<file path="config.mk">
export PLATFORM = sky130hd
export DESIGN_NAME = noise_channel
export DESIGN_NICKNAME = d
export VERILOG_FILES = /design/src/rtl/noise_channel_pkg.sv /design/src/rtl/vol_envelope.sv /design/src/rtl/noise_channel.sv
export SDC_FILE = /design/constraint.sdc
export NUM_CORES = 1
export LEC_CHECK = 0
export CORE_MARGIN = 1
export CORE_UTILIZATION = 43
export CTS_CLUSTER_SIZE = 8
export DETAILED_ROUTE_END_ITERATION = 10
export PLACE_DENSITY = 0.69
export REMOVE_ABC_BUFFERS = 1
export SLEW_MARGIN = 5
export SYNTH_ARGS = -nofsm -noshare
export SYNTH_HDL_FRONTEND = slang
export SYNTH_SLANG_ARGS = --single-unit
</file>
<file path="constraint.sdc">
create_clock -name clk -period 3.5 [get_ports clk]
set_input_delay 0.7 -clock clk [delete_from_list [all_inputs] [get_ports clk]]
set_output_delay 0.7 -clock clk [all_outputs]
set_load 0.005 [all_outputs]
</file>
<file path="src/rtl/noise_channel_pkg.sv">
// Shared constants and helpers for the noise channel.
// Holds the divisor table, LFSR seed, length limit and the period helper.
// Imported by noise_channel and vol_envelope.
package noise_channel_pkg;

  localparam int               TIMER_W   = 22;  // 112 << 15 still fits
  localparam logic [14:0]      LFSR_SEED = 15'h7FFF;
  localparam int               LEN_MAX   = 64;

  localparam logic [6:0] NOISE_DIVISOR [8] = '{
    7'd8, 7'd16, 7'd32, 7'd48, 7'd64, 7'd80, 7'd96, 7'd112
  };

  // Frequency-timer reload value: D(r) << s.
  function automatic logic [TIMER_W-1:0] noise_period(input logic [2:0] r,
                                                      input logic [3:0] s);
    logic [TIMER_W-1:0] p;
    p = {{(TIMER_W-7){1'b0}}, NOISE_DIVISOR[r]};
    return p << s;
  endfunction

endpackage

</file>
<file path="src/rtl/vol_envelope.sv">
// Volume envelope: loads an initial volume and steps it +/-1 every
// env_period ticks, saturating at 0 and 15; env_period = 0 freezes it.
// Ports: clk/rst_n, load (restart), tick (one-cycle step pulse),
// init_vol, env_dir, env_period in; volume out (registered).
module vol_envelope
  import noise_channel_pkg::*;
(
  input  logic       clk,
  input  logic       rst_n,
  input  logic       load,
  input  logic       tick,
  input  logic [3:0] init_vol,
  input  logic       env_dir,
  input  logic [2:0] env_period,
  output logic [3:0] volume
);

  logic [3:0] vol_q, vol_d;
  logic [2:0] cnt_q, cnt_d;

  always_comb begin
    vol_d = vol_q;
    cnt_d = cnt_q;
    if (load) begin
      vol_d = init_vol;
      cnt_d = env_period;
    end else if (tick && (env_period != 3'd0)) begin
      // A count of 1 (or 0 after reset) reaches zero on this tick.
      if (cnt_q <= 3'd1) begin
        cnt_d = env_period;
        if (env_dir && (vol_q != 4'hF))
          vol_d = vol_q + 4'd1;
        else if (!env_dir && (vol_q != 4'h0))
          vol_d = vol_q - 4'd1;
      end else begin
        cnt_d = cnt_q - 3'd1;
      end
    end
  end

  always_ff @(posedge clk or negedge rst_n) begin
    if (!rst_n) begin
      vol_q <= 4'd0;
      cnt_q <= 3'd0;
    end else begin
      vol_q <= vol_d;
      cnt_q <= cnt_d;
    end
  end

  assign volume = vol_q;

endmodule

</file>
<file path="src/rtl/noise_channel.sv">
// Noise channel: LFSR stepped by a programmable divider, gated by a length
// counter and scaled by a volume envelope. Tick/trigger inputs are levels
// that are rising-edge detected in the clk domain; noise is registered.
module noise_channel
  import noise_channel_pkg::*;
#(
  parameter int LFSR_W = 15
) (
  input  logic       clk,
  input  logic       rst_n,
  input  logic       clk256,
  input  logic       clk64,
  input  logic [5:0] length,
  input  logic [3:0] initVol,
  input  logic       envDir,
  input  logic [2:0] envPeriod,
  input  logic [3:0] clockShift,
  input  logic       widthMode,
  input  logic [2:0] divisorCode,
  input  logic       trigger,
  input  logic       lengthEnable,
  output logic [3:0] noise
);

  logic               trig_hist_q, trig_hist_d;
  logic               c256_hist_q, c256_hist_d;
  logic               c64_hist_q,  c64_hist_d;
  logic [LFSR_W-1:0]  lfsr_q, lfsr_d, lfsr_step;
  logic [TIMER_W-1:0] timer_q, timer_d, period;
  logic [6:0]         len_q, len_d;
  logic               en_q, en_d;
  logic [3:0]         noise_q, noise_d;
  logic [3:0]         volume;
  logic               trig_edge, tick256, tick64, dac_on, fb;

  // A trigger edge in the same cycle as a tick wins; the tick is dropped.
  assign trig_edge = trigger & ~trig_hist_q;
  assign tick256   = clk256 & ~c256_hist_q & ~trig_edge;
  assign tick64    = clk64  & ~c64_hist_q  & ~trig_edge;
  assign dac_on    = (initVol != 4'd0) | envDir;
  assign period    = noise_period(divisorCode, clockShift);

  always_comb begin
    fb        = lfsr_q[0] ^ lfsr_q[1];
    lfsr_step = {fb, lfsr_q[LFSR_W-1:1]};
    if (widthMode) lfsr_step[6] = fb;
  end

  always_comb begin
    trig_hist_d = trigger;
    c256_hist_d = clk256;
    c64_hist_d  = clk64;
    lfsr_d      = lfsr_q;
    timer_d     = timer_q;
    len_d       = len_q;
    en_d        = en_q;
    if (trig_edge) begin
      en_d    = 1'b1;
      lfsr_d  = LFSR_W'(LFSR_SEED);
      len_d   = 7'(LEN_MAX) - {1'b0, length};
      timer_d = period;
    end else begin
      // Reload samples the current divisor/shift, so changes apply only
      // from the next period on.
      if (timer_q <= TIMER_W'(1)) begin
        timer_d = period;
        if (clockShift < 4'd14) lfsr_d = lfsr_step;
      end else begin
        timer_d = timer_q - TIMER_W'(1);
      end
      if (tick256 && lengthEnable && (len_q != 7'd0)) begin
        len_d = len_q - 7'd1;
        if (len_q == 7'd1) en_d = 1'b0;
      end
    end
    if (!dac_on) en_d = 1'b0;
    noise_d = (en_q && !lfsr_q[0]) ? volume : 4'd0;
  end

  always_ff @(posedge clk or negedge rst_n) begin
    if (!rst_n) begin
      trig_hist_q <= 1'b0;
      c256_hist_q <= 1'b0;
      c64_hist_q  <= 1'b0;
      lfsr_q      <= LFSR_W'(LFSR_SEED);
      timer_q     <= '0;
      len_q       <= 7'd0;
      en_q        <= 1'b0;
      noise_q     <= 4'd0;
    end else begin
      trig_hist_q <= trig_hist_d;
      c256_hist_q <= c256_hist_d;
      c64_hist_q  <= c64_hist_d;
      lfsr_q      <= lfsr_d;
      timer_q     <= timer_d;
      len_q       <= len_d;
      en_q        <= en_d;
      noise_q     <= noise_d;
    end
  end

  vol_envelope u_env (
    .clk        (clk),
    .rst_n      (rst_n),
    .load       (trig_edge),
    .tick       (tick64),
    .init_vol   (initVol),
    .env_dir    (envDir),
    .env_period (envPeriod),
    .volume     (volume)
  );

  assign noise = noise_q;

endmodule

</file>
Word-level counts from Yosys, hierarchy flattened. Memories as Yosys holds them, arrays and structs flattened. Index checks and enable logic that the tools add are counted.

$add $sub $neg: 6. $lt $le $gt $ge: 4. Equality and inequality tests: 4. Shift-type cells: 1. Muxes and demuxes: 23. Bitwise logic cells: 12. Reduce and logical (&&, ||, !) cells: 21.

Operator list (number): $mux W15 (3); $mux W22 (2); $mux W7 (4); $mux W4 (6); $le A22 B1 Y1 const B (1); $shl A7 B4 Y22 (1); $sub A22 B1 Y22 const B (1); $reduce_bool A2 Y1 (5); $mux W3 (3); $reduce_bool A4 Y1 (2); $eq A7 B1 Y1 const B (1); $reduce_bool A7 Y1 (1); $sub A7 B1 Y7 const B (1); $sub A7 B6 Y7 const A (1); $logic_and A1 B1 Y1 (6); $ne A3 B2 Y1 const B (2); $reduce_bool A3 Y1 (2); $and A1 B1 Y1 (5); $mux W1 (5); $add A4 B1 Y4 const B (1); $ge A4 B4 Y1 const B (1); $lt A4 B4 Y1 const B (1); $ne A4 B4 Y1 const B (1); $not A1 Y1 (4); other kinds (9) (11).

Register bits after elaboration: 59. ROM bits: 56. Bits of input ports: 28. Output and inout port bits: 4. Logic and storage cells: 82. Memories kept: 1.

Memories: (name not given) (words 8, width 7, rd ports 1, clocked after Yosys merged registers in 0, write ports 0, line noise_channel_pkg.sv:18) `p = {{(TIMER_W-7){1'b0}}, NOISE_DIVISOR[r]};`.

Depth between registers and ports, before layout.
Depth in word-level cells: 9. Mapped depth: 9. Mapped depth without buffers: 9.

By module. From an unflattened synthesis, not the netlist that was laid out.

Cell total of the unflattened synthesis: 359. Area total of the unflattened synthesis: 3528.4 um2.

Modules (own cells, without submodules): noise_channel (times used 1, cells an instance 301, area each 2966.6 um2, seq. area each 1320.0 um2); vol_envelope (times used 1, cells an instance 58, area each 561.8 um2, seq. area each 175.2 um2).

Worst setup path before layout. No wires, ideal clock.

Path type: flip-flop to flip-flop. Start point: register timer_q[13]. End point: register lfsr_q[10]. Library setup time: 0.090 ns. Arrival: 2.119 ns. Data required time: 3.410 ns. Setup slack: 1.291 ns. Stages on the path, launching flop included: 8. Buffers on the path: 2. Clock period less this slack: 2.209 ns. Cells stage by stage: dfrtp_1 -> or4_4 -> nand4b_4 -> or4b_1 -> buf_6 -> buf_8 -> mux2i_1 -> nand2_1.

Longest elaborated chain between the ends: 3.

RTL lines: start, declared (line noise_channel.sv:29) `logic [TIMER_W-1:0] timer_q, timer_d, period;`; start signal, assigned (line noise_channel.sv:95) `timer_q <= timer_d;`; $le A22 B1 Y1 (line noise_channel.sv:65) `if (timer_q <= TIMER_W'(1)) begin`; $reduce_bool A2 Y1 (no line); $reduce_and A2 Y1 (no line); end signal, assigned (line noise_channel.sv:85) `lfsr_q <= LFSR_W'(LFSR_SEED);`; end signal, assigned (line noise_channel.sv:94) `lfsr_q <= lfsr_d;`; end, declared (line noise_channel.sv:28) `logic [LFSR_W-1:0] lfsr_q, lfsr_d, lfsr_step;`.

No other way between the ends. A chain may end at the register's enable or synchronous reset.

Worst setup path after layout.
Start point: input port clockShift[1]. End point: register lfsr_q[4].

Longest elaborated chain between the ends: 3.

RTL lines: start, declared (line noise_channel.sv:17) `input logic [3:0] clockShift,`; $lt A4 B4 Y1 (line noise_channel.sv:67) `if (clockShift < 4'd14) lfsr_d = lfsr_step;`; $reduce_bool A2 Y1 (no line); $reduce_and A2 Y1 (no line).

No other way between the ends.

==> flow_summary.ini <==
[yosys]
async_flop_share_pct = 100
share_of_yosys_cell_area_claimed_by_the_top_area_cell_type_pct = 32.7
yosysUniqueCellTypes = 56
synth.yosys.seq_area_share_pct = 44.4
synth_top_cells_by_area = dfrtp_1, dfstp_2, mux2i_1
synth-warning-count = 0
mappedNetlistArea_sq_um = 3370
post_synth_inst_count = 346
ys_seq_elements = 59
postSynth.topFlopCell = dfrtp_1
avgSynthCellArea_sq_um = 9.74
post-synth-top-area-cell = dfrtp_1
synth_enable_flop_cells = 0

[place]
hpwl_mm = 5.11
dp_cells = 468
portBuffers = 31
place_area_sq_um = 3790
finalWeightedCongestion = 0.833

[critical_path]
regToRegEndpoint = lfsr_q[4]
critical_path.max_fanout = 17
cp_data_arrival_time_ns = 2.89
crit_path_cell_trace = clkdlybuf4s50_1 -> nand3_1 -> inv_1 -> or4b_1 -> mux2i_1 -> nand2_1
worstSetupStartpointType = input pin
worst_r2r_startpoint = timer_q[6]
timing.critical_path.to_type = flop
worst_r2r_path_depth = 5
cp_slowest_stage_delay_ns = 0.90
slowest_stage = or4b_1
ff2ff_setup_slack_ns = 0.87
cp.required_ns = 3.75
criticalPathCategory = input pin to flop

[timing]
report.final.hold_viol_count = 0
slew_violations = 0
slew_headroom_pct = 45.1
final.min_clock_period_ns = 2.64
rsz0062_at_grt = no
highest_clock_rate_mhz = 378
final-setup-viol-count = 0
post-route-period-util_pct = 75.5
worst_pin_slew_ns = 0.824
fin_skew_ns = 0.00854
final.hold.worst_slack_ns = 0.380
setup-tns-final_ns = 0

[pwr]
net-switching-power_w = 0.000786
power.combinational.fraction_pct = 31.6
pwr-share-clk_pct = 23.6
power_density_nw_per_um2 = 565
cellInternalPower_w = 0.00145
switching_share_pct = 35.2
vdd.ir_drop.worst_mv = 0.332
power_frac_seq_pct = 44.7
power.static_leakage_nw = 1.69

[worst_hold_path]
path_category_of_the_worst_min_delay_check = input pin to asynchronous set/reset pin

[clock_network]
cts_hold_repair.buffers = 0
cts_tree = yes
clock_insertion_delay_worst_skew_ns = 0.33
cts-htree-levels = 3
cts_root_buffer = clkbuf_8
cts-resized-gates = 0
cts_setup_buffers = 0
numClockSinks = 59
cts.path.max_buffers = 2
clock_buffer_count_from_cts = 9
clkSlewWorstSetupHoldPaths_ns = 0.07

[die]
io-pin-count = 32
std_cell_rows = 31
fp.dieArea_sq_um = 8200
initial_utilization_pct = 45.5
die_h_microns = 90.5
core_area_sq_um = 7410
die_width_microns = 90.5

[route]
post_dr_wirelength_cell_microns = 14.5
viasPerCell = 5.52
post_route_ant_nets = 0
route.vias.total = 2671
drt_iter0_markers = 130
detail_route.wirelength_mm = 7.02
detail_route.drc_violations = 0
drt_first_pass_iters = 4

[grt]
grt_pass1_vias = 2598
grt_antenna_before_repair = 0
globalRouteOverflowTotal = 0
groute.usage.overall_pct = 18.4
grt_pass1_wl_mm = 12.1
grt_start_max_net_pins = 33

[layout]
seq_area_sq_um = 1500
filler_cell_count = 669
footprint_of_the_multi_input_gates_sq_um = 1760
utilization_pct = 53.4
design.final.nets = 419
num_antenna_cells = 0
areaGrowthSynthToFinish_pct = 17.3
post_route_cells_drive_above_1_share_pct = 11.7
stdcell_area_sq_um = 3960
layout.cells.most_common_list = dfrtp_1, nand2_1, clkdlybuf4s50_1, nor2_1, xnor2_1
layout.cells.most_common = dfrtp_1
layoutNonFillerInstCount = 484

[status]
outcome = completed

[run]
timing.max_cap.violations = 0
-- power by group through the flow --
stage	registers, W	clock network (W)	logic, W
2_1_floorplan	0.000966	0	0.000531
3_3_place_gp	0.000998	0	0.000691
3_5_place_dp	0.00100	0	0.000709
4_1_cts	0.000997	0.000547	0.000714
5_1_grt	0.00102	0.000574	0.000792
6_report	0.000999	0.000528	0.000707
-- cell usage after synthesis (3+ instances only) --
cell type  count
a21oi_1        9
a31oi_1        3
and2_1         6
clkbuf_1      12
dfrtp_1       44
dfstp_2       15
ha_1          10
inv_1         13
mux2i_1       18
nand2_1       35
nand2b_1       4
nand3_1        6
nand3b_1       4
nand4_1        5
nor2_1        28
nor2b_1        3
nor3_1        11
nor4_1         8
o211ai_1       7
o21ai_0       19
o22ai_1       12
or3_1          3
or4_1          4
xnor2_1       20
xor2_1        10
-- state kept, by name, summed over array words and instances (netlist names) --
| register | count |
|---|---|
| timer_q | 22 |
| lfsr_q | 15 |
| len_q | 7 |
| noise | 4 |
| u_env.volume | 4 |
| u_env.cnt_q | 3 |
| c256_hist_q | 1 |
| c64_hist_q | 1 |
| en_q | 1 |
| trig_hist_q | 1 |
-- layer usage --
layer | track usage [%] | up-vias | wire length, microns
li1 | - | 1312 | -
met1 | 23.5 | 1310 | 3310
met2 | 30.4 | 44 | 3400
met3 | 5.47 | 5 | 249
met4 | 4.70 | 0 | 50
met5 | 0 | - | 0
-- cell families (layout without fill, tap and decap cells) --
family          after synthesis  in the layout  share of synthesized area (%)
mux                          19             19                           5.68
buf+inv                      29             68                           3.82
flops                        59             59                           44.4
simple gates                130            130                           20.7
xor+xnor                     30             30                           7.80
compound gates               68             68                           13.3
fa+ha+maj                    11             11                           4.31
-- critical path: cells and delay by family --
kind | cells | cell delay (ns)
mux | 1 | 0.28
buf+inv | 2 | 0.70
simple gates | 3 | 1.19
-- per-stage QoR --
stage	total power, W	setup slack (ns)
4_1_cts	0.00226	0.863
5_1_grt	0.00239	0.718
3_5_place_dp	0.00171	0.525
3_3_place_gp	0.00169	0.587
6_report	0.00223	0.857
2_1_floorplan	0.00150	0.183
-- area by class of cell --
cell class / count / share of cell area (%)
Clock inverter: 3 / 0.380
Tap cell: 99 / 3.13
Inverter: 13 / 1.23
Multi-Input combinational cell: 258 / 44.4
Clock buffer: 13 / 3.76
Timing Repair Buffer: 39 / 9.24
Sequential cell: 59 / 37.8
-- how the worst max path moves through the flow --
| stage | start | to | depth (start not counted) |
|---|---|---|---|
| global route | timer_q[6] | lfsr_q[4] | 5 |
| floorplan | timer_q[13] | timer_q[18] | 5 |
| finish | clockShift[1] | lfsr_q[4] | 6 |
| CTS | timer_q[6] | lfsr_q[4] | 5 |
| global placement | clockShift[1] | lfsr_q[9] | 6 |
| detailed placement | clockShift[1] | lfsr_q[12] | 6 |
(Power assumes the default switching activity.)
